## config.mk

```make
export PLATFORM = sky130hd
export DESIGN_NAME = keypad_scan_ctrl
export DESIGN_NICKNAME = d
export VERILOG_FILES = /design/src/rtl/keypad_scan_ctrl.sv
export SDC_FILE = /design/constraint.sdc
export NUM_CORES = 1
export LEC_CHECK = 0
export CORE_MARGIN = 1.5
export CORE_UTILIZATION = 55
export CTS_CLUSTER_SIZE = 25
export DETAILED_ROUTE_END_ITERATION = 16
export GPL_ROUTABILITY_DRIVEN = 0
export PLACE_DENSITY = 0.79
export SYNTH_ARGS = -nofsm -noshare
export SYNTH_HDL_FRONTEND = slang
export SYNTH_SLANG_ARGS = --single-unit
```

## constraint.sdc

```tcl
create_clock -name clk -period 2.8 [get_ports clk]
set_input_delay 0.42 -clock clk [delete_from_list [all_inputs] [get_ports clk]]
set_output_delay 0.42 -clock clk [all_outputs]
set_load 0.01 [all_outputs]
```

## src/rtl/keypad_scan_ctrl.sv

```systemverilog
// rtl/keypad_scan_ctrl.sv - 4x4 matrix keypad scanner with shared per-key debounce and event FIFO
//
// Drives one keypad row at a time for TICK_DIV clocks, samples the columns at the
// end of each dwell, then walks the four keys of that row through a small
// debounce state machine (one column per clock). Debounced press/release events
// are queued in a 4-deep FIFO.
//
// Ports:
//   clk          system clock
//   rst_n        asynchronous active-low reset
//   col_in[3:0]  raw column inputs, active-high, asynchronous to clk
//   row_out[3:0] one-hot row drive, active-high
//   key_valid    FIFO head holds an event
//   key_code     head event key index {row, col}
//   key_press    head event type (1 = press, 0 = release)
//   key_ready    consumer accepts the head event
//   any_pressed  some key is debounced-down (Pressed or Released)
module keypad_scan_ctrl #(
  parameter int TICK_DIV = 1000
) (
  input  logic       clk,
  input  logic       rst_n,
  input  logic [3:0] col_in,
  output logic [3:0] row_out,
  output logic       key_valid,
  output logic [3:0] key_code,
  output logic       key_press,
  input  logic       key_ready,
  output logic       any_pressed
);

  localparam int PW = $clog2(TICK_DIV);

  typedef enum logic [1:0] {
    K_IDLE     = 2'd0,
    K_GLITCH   = 2'd1,
    K_PRESSED  = 2'd2,
    K_RELEASED = 2'd3
  } key_state_t;

  logic [3:0]    col_m;
  logic [3:0]    col_s;
  logic [PW-1:0] pcnt;
  logic          step_end;
  logic [1:0]    r;
  logic [3:0]    samp;
  logic [1:0]    srow;
  logic          upd_active;
  logic [1:0]    upd_col;
  key_state_t    kst [16];
  logic [4:0]    fifo_mem [4];
  logic [1:0]    wr_ptr;
  logic [1:0]    rd_ptr;
  logic [2:0]    count;

  logic [3:0]    upd_key;
  logic          upd_bit;
  key_state_t    cur_state;
  key_state_t    nxt_state;
  logic          push_req;
  logic          push_press;
  logic          push_ok;
  logic          state_we;
  logic          pop;

  // Column synchronizer
  always_ff @(posedge clk or negedge rst_n) begin
    if (!rst_n) begin
      col_m <= 4'd0;
      col_s <= 4'd0;
    end else begin
      col_m <= col_in;
      col_s <= col_m;
    end
  end

  // Prescaler and row sequencing
  assign step_end = (pcnt == PW'(TICK_DIV - 1));

  always_ff @(posedge clk or negedge rst_n) begin
    if (!rst_n) begin
      pcnt    <= '0;
      r       <= 2'd0;
      row_out <= 4'b0001;
    end else begin
      if (step_end) begin
        pcnt    <= '0;
        r       <= r + 2'd1;
        // row_out always equals one-hot(r), so advancing r is a rotate
        row_out <= {row_out[2:0], row_out[3]};
      end else begin
        pcnt <= pcnt + PW'(1);
      end
    end
  end

  // Sample capture and the 4-cycle update phase that follows it
  always_ff @(posedge clk or negedge rst_n) begin
    if (!rst_n) begin
      samp       <= 4'd0;
      srow       <= 2'd0;
      upd_active <= 1'b0;
      upd_col    <= 2'd0;
    end else begin
      if (upd_active) begin
        upd_col <= upd_col + 2'd1;
        if (upd_col == 2'd3) begin
          upd_active <= 1'b0;
        end
      end
      // TICK_DIV >= 8 guarantees the previous phase has finished here
      if (step_end) begin
        samp       <= col_s;
        srow       <= r;
        upd_active <= 1'b1;
        upd_col    <= 2'd0;
      end
    end
  end

  // Debounce next-state for the key currently being updated
  always_comb begin
    upd_key    = {srow, upd_col};
    upd_bit    = samp[upd_col];
    cur_state  = kst[upd_key];
    nxt_state  = cur_state;
    push_req   = 1'b0;
    push_press = 1'b0;
    case (cur_state)
      K_IDLE: begin
        if (upd_bit) nxt_state = K_GLITCH;
      end
      K_GLITCH: begin
        if (upd_bit) begin
          nxt_state  = K_PRESSED;
          push_req   = 1'b1;
          push_press = 1'b1;
        end else begin
          nxt_state = K_IDLE;
        end
      end
      K_PRESSED: begin
        if (!upd_bit) nxt_state = K_RELEASED;
      end
      K_RELEASED: begin
        if (upd_bit) begin
          nxt_state = K_PRESSED;
        end else begin
          nxt_state = K_IDLE;
          push_req  = 1'b1;
        end
      end
      default: nxt_state = K_IDLE;
    endcase
    // Full check uses the pre-pop count; a blocked transition leaves the key
    // untouched so the same event is retried on the row's next scan.
    push_ok  = upd_active && push_req && (count != 3'd4);
    state_we = upd_active && (!push_req || push_ok);
  end

  always_ff @(posedge clk or negedge rst_n) begin
    if (!rst_n) begin
      for (int i = 0; i < 16; i++) begin
        kst[i] <= K_IDLE;
      end
    end else if (state_we) begin
      kst[upd_key] <= nxt_state;
    end
  end

  always_comb begin
    any_pressed = 1'b0;
    for (int i = 0; i < 16; i++) begin
      if ((kst[i] == K_PRESSED) || (kst[i] == K_RELEASED)) begin
        any_pressed = 1'b1;
      end
    end
  end

  // Event FIFO
  assign key_valid = (count != 3'd0);
  assign pop       = key_valid && key_ready;
  assign key_code  = fifo_mem[rd_ptr][3:0];
  assign key_press = fifo_mem[rd_ptr][4];

  always_ff @(posedge clk or negedge rst_n) begin
    if (!rst_n) begin
      for (int i = 0; i < 4; i++) begin
        fifo_mem[i] <= 5'd0;
      end
      wr_ptr <= 2'd0;
      rd_ptr <= 2'd0;
      count  <= 3'd0;
    end else begin
      if (push_ok) begin
        fifo_mem[wr_ptr] <= {push_press, upd_key};
        wr_ptr           <= wr_ptr + 2'd1;
      end
      if (pop) begin
        rd_ptr <= rd_ptr + 2'd1;
      end
      case ({push_ok, pop})
        2'b10:   count <= count + 3'd1;
        2'b01:   count <= count - 3'd1;
        default: count <= count;
      endcase
    end
  end

endmodule
```

Word level (Yosys, flattened, before mapping)
Index checks and enable logic that the tools add are counted.

Flip-flop bits (word level): 92. Bits in latches: 0. Memory bits (writable): 0. Memory bits (read-only): 0. Input port bits: 7. Output and inout bits: 11. Word-level logic and storage cells: 162. Memories kept: 0.

Add/subtract/negate cells: 7. Multipliers: 0. Div/mod/pow operators: 0. $lt $le $gt $ge: 6. Equal/unequal tests: 40. Shift operators: 0. Mux-type cells: 45. Bitwise operators: 3. Reductions and logical operators: 29.

Operators by type and width (count): 2-bit equality test, second input constant (36); 32-bit bitwise mux (1); 1-bit two-way mux (23); 20-bit bitwise mux (1); 1-bit logical OR (17); 2-bit two-way mux (8); 5-bit two-way mux (3); 10-bit by 1-bit adder with 10-bit output, second input constant (1); 5-bit binary-select mux with 2-bit select (1); 5-bit demux with 2-bit select (1); 10-bit equality test, second input constant (1); 10-bit two-way mux (1); 2-bit by 1-bit adder with 2-bit output, second input constant (4); 2-bit binary-select mux with 4-bit select (1); 2-bit demux with 4-bit select (1); 3-bit >= comparator, second input constant (2); 1-bit logical AND (6); 2-bit NOT with 3-bit output (2); 2-bit one-hot mux with 3 select lines (1); 3-bit one-hot mux with 2 select lines (1); 5-bit >= comparator, second input constant (1); 5-bit by 1-bit < comparator with 1-bit output, second input constant (1); 4-bit NOT with 5-bit output (1); 2-bit by 1-bit equality test with 1-bit output, second input constant (2); 12 further kinds (13).

Depth between registers and ports, before layout
Depth in word-level cells: 18. Depth in mapped cells: 13. Depth with buffers taken out: 11.

Least setup slack after synthesis
OpenSTA, ideal clock, no wires.

Kind: reg2reg. From: reg upd_col[1]. To: reg count[2]. Setup time: 0.079 ns. Data arrival time: 2.762 ns. Data required time: 2.721 ns. Slack: -0.041 ns. Stages on the path, launching flop included: 12. Path buffers: 1. Period minus slack after synthesis: 2.841 ns. Path through: dfrtp_1 -> buf_6 -> mux4_2 -> mux2_4 -> o2111ai_4 -> and2_1 -> ha_1 -> inv_1 -> fa_1 -> xor2_1 -> nor2_1 -> xor2_1.

Longest elaborated chain between the ends: 10. Elaborated cells on any way between the ends: 17. Classes of those cells: eq/ne (4); mux (9); bitwise (1); reduce/logical (3).

RTL lines: from (decl) (line 49) `logic [1:0] upd_col;`; from (signal assigned) (line 106) `upd_col <= upd_col + 2'd1;`; 4-bit NOT with 5-bit output (implied by the code) (line 125) `cur_state = kst[upd_key];`; 2-bit binary-select mux with 4-bit select (line 125); 2-bit two-way mux (implied by the code) (2 in series) (line 125); 2-bit equality test / 2-bit by 1-bit equality test with 1-bit output (equally long branches) (line 129) `case (cur_state)`; 1-bit one-hot mux with 2 select lines (*) (line 129); 1-bit logical AND (*) (2 in series) (line 157) `push_ok = upd_active && push_req && (count != 3'd4);`; 2-bit by 1-bit equality test with 1-bit output / 2-bit equality test (equally long branches) (line 202) `case ({push_ok, pop})`; 3-bit one-hot mux with 2 select lines / 2-bit nonzero test (equally long branches); to (signal assigned) (line 203) `2'b10: count <= count + 3'd1;`; to (signal assigned) (line 204) `2'b01: count <= count - 3'd1;`; to (signal assigned) (line 205) `default: count <= count;`; to (decl) (line 54) `logic [2:0] count;`.

Every way passes the cells marked *; elsewhere a longest branch is shown, timed or not. The select of a mux whose other input is x is not followed. A chain may end at the register's enable or synchronous reset.

Worst setup path after layout
Ends and elaborated chain as after synthesis.

==> metrics.yaml <==
clock_tree:
  h-tree-depth: 3
  clock_latency_ns: 0.38
  cts_root_buf: "clkbuf_8"
  cts_tree: "built"
  clk_path_buf_depth: 2
  clock-sinks: 92
  path_clk_slew_ns: 0.10
  cts_buffers: 9
synthesis:
  ys_seq_elements: 92
  async_flop_share: 1.00
  yosysUniqueCellTypes: 55
  ys_seq_area_frac: 0.486
  syn_area_um2: 4740
  synth_edf_count: 0
  synth_flop_cell: "dfrtp_1"
  avgSynthCellArea_um2: 12.2
  yosysWarningCount: 0
  synthCells: 388
  synth_nets: 406
global_route:
  grt_max_degree: 52
  antenna_found_initial: 0
  grt_pass1_vias: 3234
  grt-ovfl-total: 0
  track_usage: 0.238
  grt_pass1_wl_mm: 16.1
worst_setup_path:
  cp-end-kind: "flip-flop"
  cp.required_ns: 3.10
  critPathMaxFanout: 7
  critPathKind: "reg -> reg"
  crit_start: "upd_col[1]"
  cp_common_cell: "xor2_1"
  cp-start-kind: "flip-flop"
  crit_slowest_cell: "dfrtp_2"
  cpPeakStageDelay_ns: 0.52
  r2r-start: "upd_col[1]"
  worstPathArrival_ns: 2.98
  crit_chain: "buf_6 > mux4_2 > mux2i_4 > nor3b_2 > o21ai_4 > and2_4 > ha_4 > inv_2 > fa_2 > xor2_1 > nor2_1 > xor2_1"
  crit_buf_inv: 2
  cpLargestDelayFamily: "multiplexers"
  r2r_cells: 12
  cp.depth: 12
timing:
  final-max-slew-violation-count: 0
  finalHoldViolCount: 0
  max_freq_mhz: 373
  holdWs_ns: 0.0169
  period_needed_ns: 2.68
  fin_crit_sh: 0.959
  worst_clock_skew_ns: 0.0121
  worst_pin_slew_ns: 0.664
  slew_headroom: 0.557
  setup_viol: 0
  rsz0062_at_grt: "yes"
power_and_ir_drop:
  ir_drop_v: 0.000398
  power.leakage_nw: 2.39
  power_density_nw_per_um2: 494
  total_power_mw: 2.69
drt:
  drt_iter0_drc: 270
  ant_nets: 0
  viasPerCell: 5.95
  first_pass_iters: 4
  drc_errors: 0
  wl_mm: 9.84
  routedWlPerCell_um: 18.5
  vias: 3174
placed_design:
  dp_cells: 512
  io_buffer_count: 17
  hpwl_mm: 7.22
floorplan:
  die_area_um2: 9180
  rows: 33
  fp.dieW_um: 95.8
  io_pins: 18
  start_util: 0.571
  die_h_um: 95.8
  coreArea_um2: 8300
cells_and_area:
  area_growth_pct: 14.8
  diodes: 0
  nFillCells: 592
  drive_above_1_share: 0.236
  final_cells: 533
  finalNetCount: 441
  layout_commonest_cell: "dfrtp_1"
  most-common-layout-cells: "dfrtp_1 (89), mux2_1 (30), inv_1 (24), buf_4 (23), nand2_1 (18)"
hold_path:
  hp-class: "in -> async"
status:
  status: "finished, final reports clean"
run:
  max_cap_viol_count: 0
## power by group
part           total [mW]  internal (mW)  switching, mW
clock               0.998          0.509          0.489
sequential           1.45           1.37         0.0759
combinational       0.240          0.126          0.115
total                2.69           2.01          0.679
## synth_stat cells, types with 2 or more instances
cell type | n | area, µm²
mux2_2 | 17 | 191
o21a_1 | 2 | 15.0
and3_1 | 4 | 25.0
a21oi_1 | 8 | 40.0
mux4_2 | 10 | 225
o21ai_1 | 3 | 15.0
nor3_1 | 8 | 40.0
mux2i_1 | 9 | 90.1
inv_1 | 25 | 93.8
a22oi_2 | 4 | 50.1
nand4_1 | 6 | 37.5
inv_2 | 2 | 7.51
xnor2_1 | 7 | 61.3
buf_2 | 2 | 10.0
clkbuf_1 | 9 | 33.8
nor4_1 | 5 | 31.3
dfrtp_1 | 91 | 2280
xor2_1 | 9 | 78.8
nand2_1 | 18 | 67.6
o21ai_0 | 2 | 10.0
a21boi_4 | 5 | 93.8
nor2_1 | 14 | 52.6
ha_1 | 10 | 125
a2111oi_0 | 9 | 78.8
o22ai_1 | 16 | 100
a2111oi_1 | 7 | 70.1
and2_1 | 7 | 43.8
mux2_1 | 30 | 338
and3b_1 | 2 | 17.5
buf_1 | 3 | 11.3
nand3_1 | 14 | 70.1
buf_6 | 5 | 56.3
a31oi_1 | 2 | 12.5
nor2b_1 | 2 | 12.5
## metrics by stage
| step | setup WS, ns | utilization | area (µm²) | TNS [ns] |
|---|---|---|---|---|
| after floorplan | 0.0355 | - | 4750 | 0 |
| after global placement | 0.0454 | 0.616 | 5110 | 0 |
| after detailed placement | -0.0339 | 0.616 | 5110 | -0.0339 |
| after CTS | 0.0326 | 0.643 | 5340 | 0 |
| after global routing | -0.0278 | 0.656 | 5440 | -0.0278 |
| final | 0.116 | 0.656 | 5440 | 0 |
## what timing repair did
item                                    CTS  global route
pin swaps                                 0             5
setup buffers                             0             4
hold buffers                              0             0
endpoints found under the setup margin    1             1
gates resized for setup                   1            13
cloned                                    0             1
## sequential cells by signal, summed over array words and instances (netlist names)
name        cells
rd_ptr          2
kst            32
col_s           4
srow            2
upd_col         2
r               2
samp            4
pcnt           10
row_out         4
count           3
col_m           4
upd_active      1
wr_ptr          2
fifo_mem       20
## final timing paths
check                        endpoint  slack [ns]
setup / recovery             count[2]        0.12
hold / removal                pcnt[8]        0.02
setup reg to reg             count[2]        0.12
hold reg to reg              col_s[0]        0.36
max in group asynchronous  row_out[0]        2.06
min in group clk             col_s[0]        0.36
## final cells by class
class                           instances  area (µm²)  area share
Inverter                               27         101      0.0186
Clock buffer                            9         124      0.0228
Timing Repair Buffer                   45         432      0.0793
Sequential cell                        92        2310       0.424
Tap cell                              105         131      0.0241
Multi-Input combinational cell        248        2250       0.414
Clock inverter                          7        96.3      0.0177
## logic make-up after synthesis
logic type | count (synthesis) | share of synthesized area
simple gates | 87 | 0.0953
mux | 68 | 0.184
flops | 92 | 0.486
buf+inv | 48 | 0.0496
xor+xnor | 16 | 0.0296
compound gates | 66 | 0.125
fa+ha+maj | 11 | 0.0306
## metal layers
metal | GRT usage | wire length [µm] | vias up
met5 | 0 | 0 | -
met4 | 0.0956 | 196 | 0
met3 | 0.0466 | 442 | 16
met2 | 0.369 | 4790 | 85
met1 | 0.329 | 4400 | 1591
li1 | - | - | 1482
Note: power is estimated with default switching activity, not from simulation.
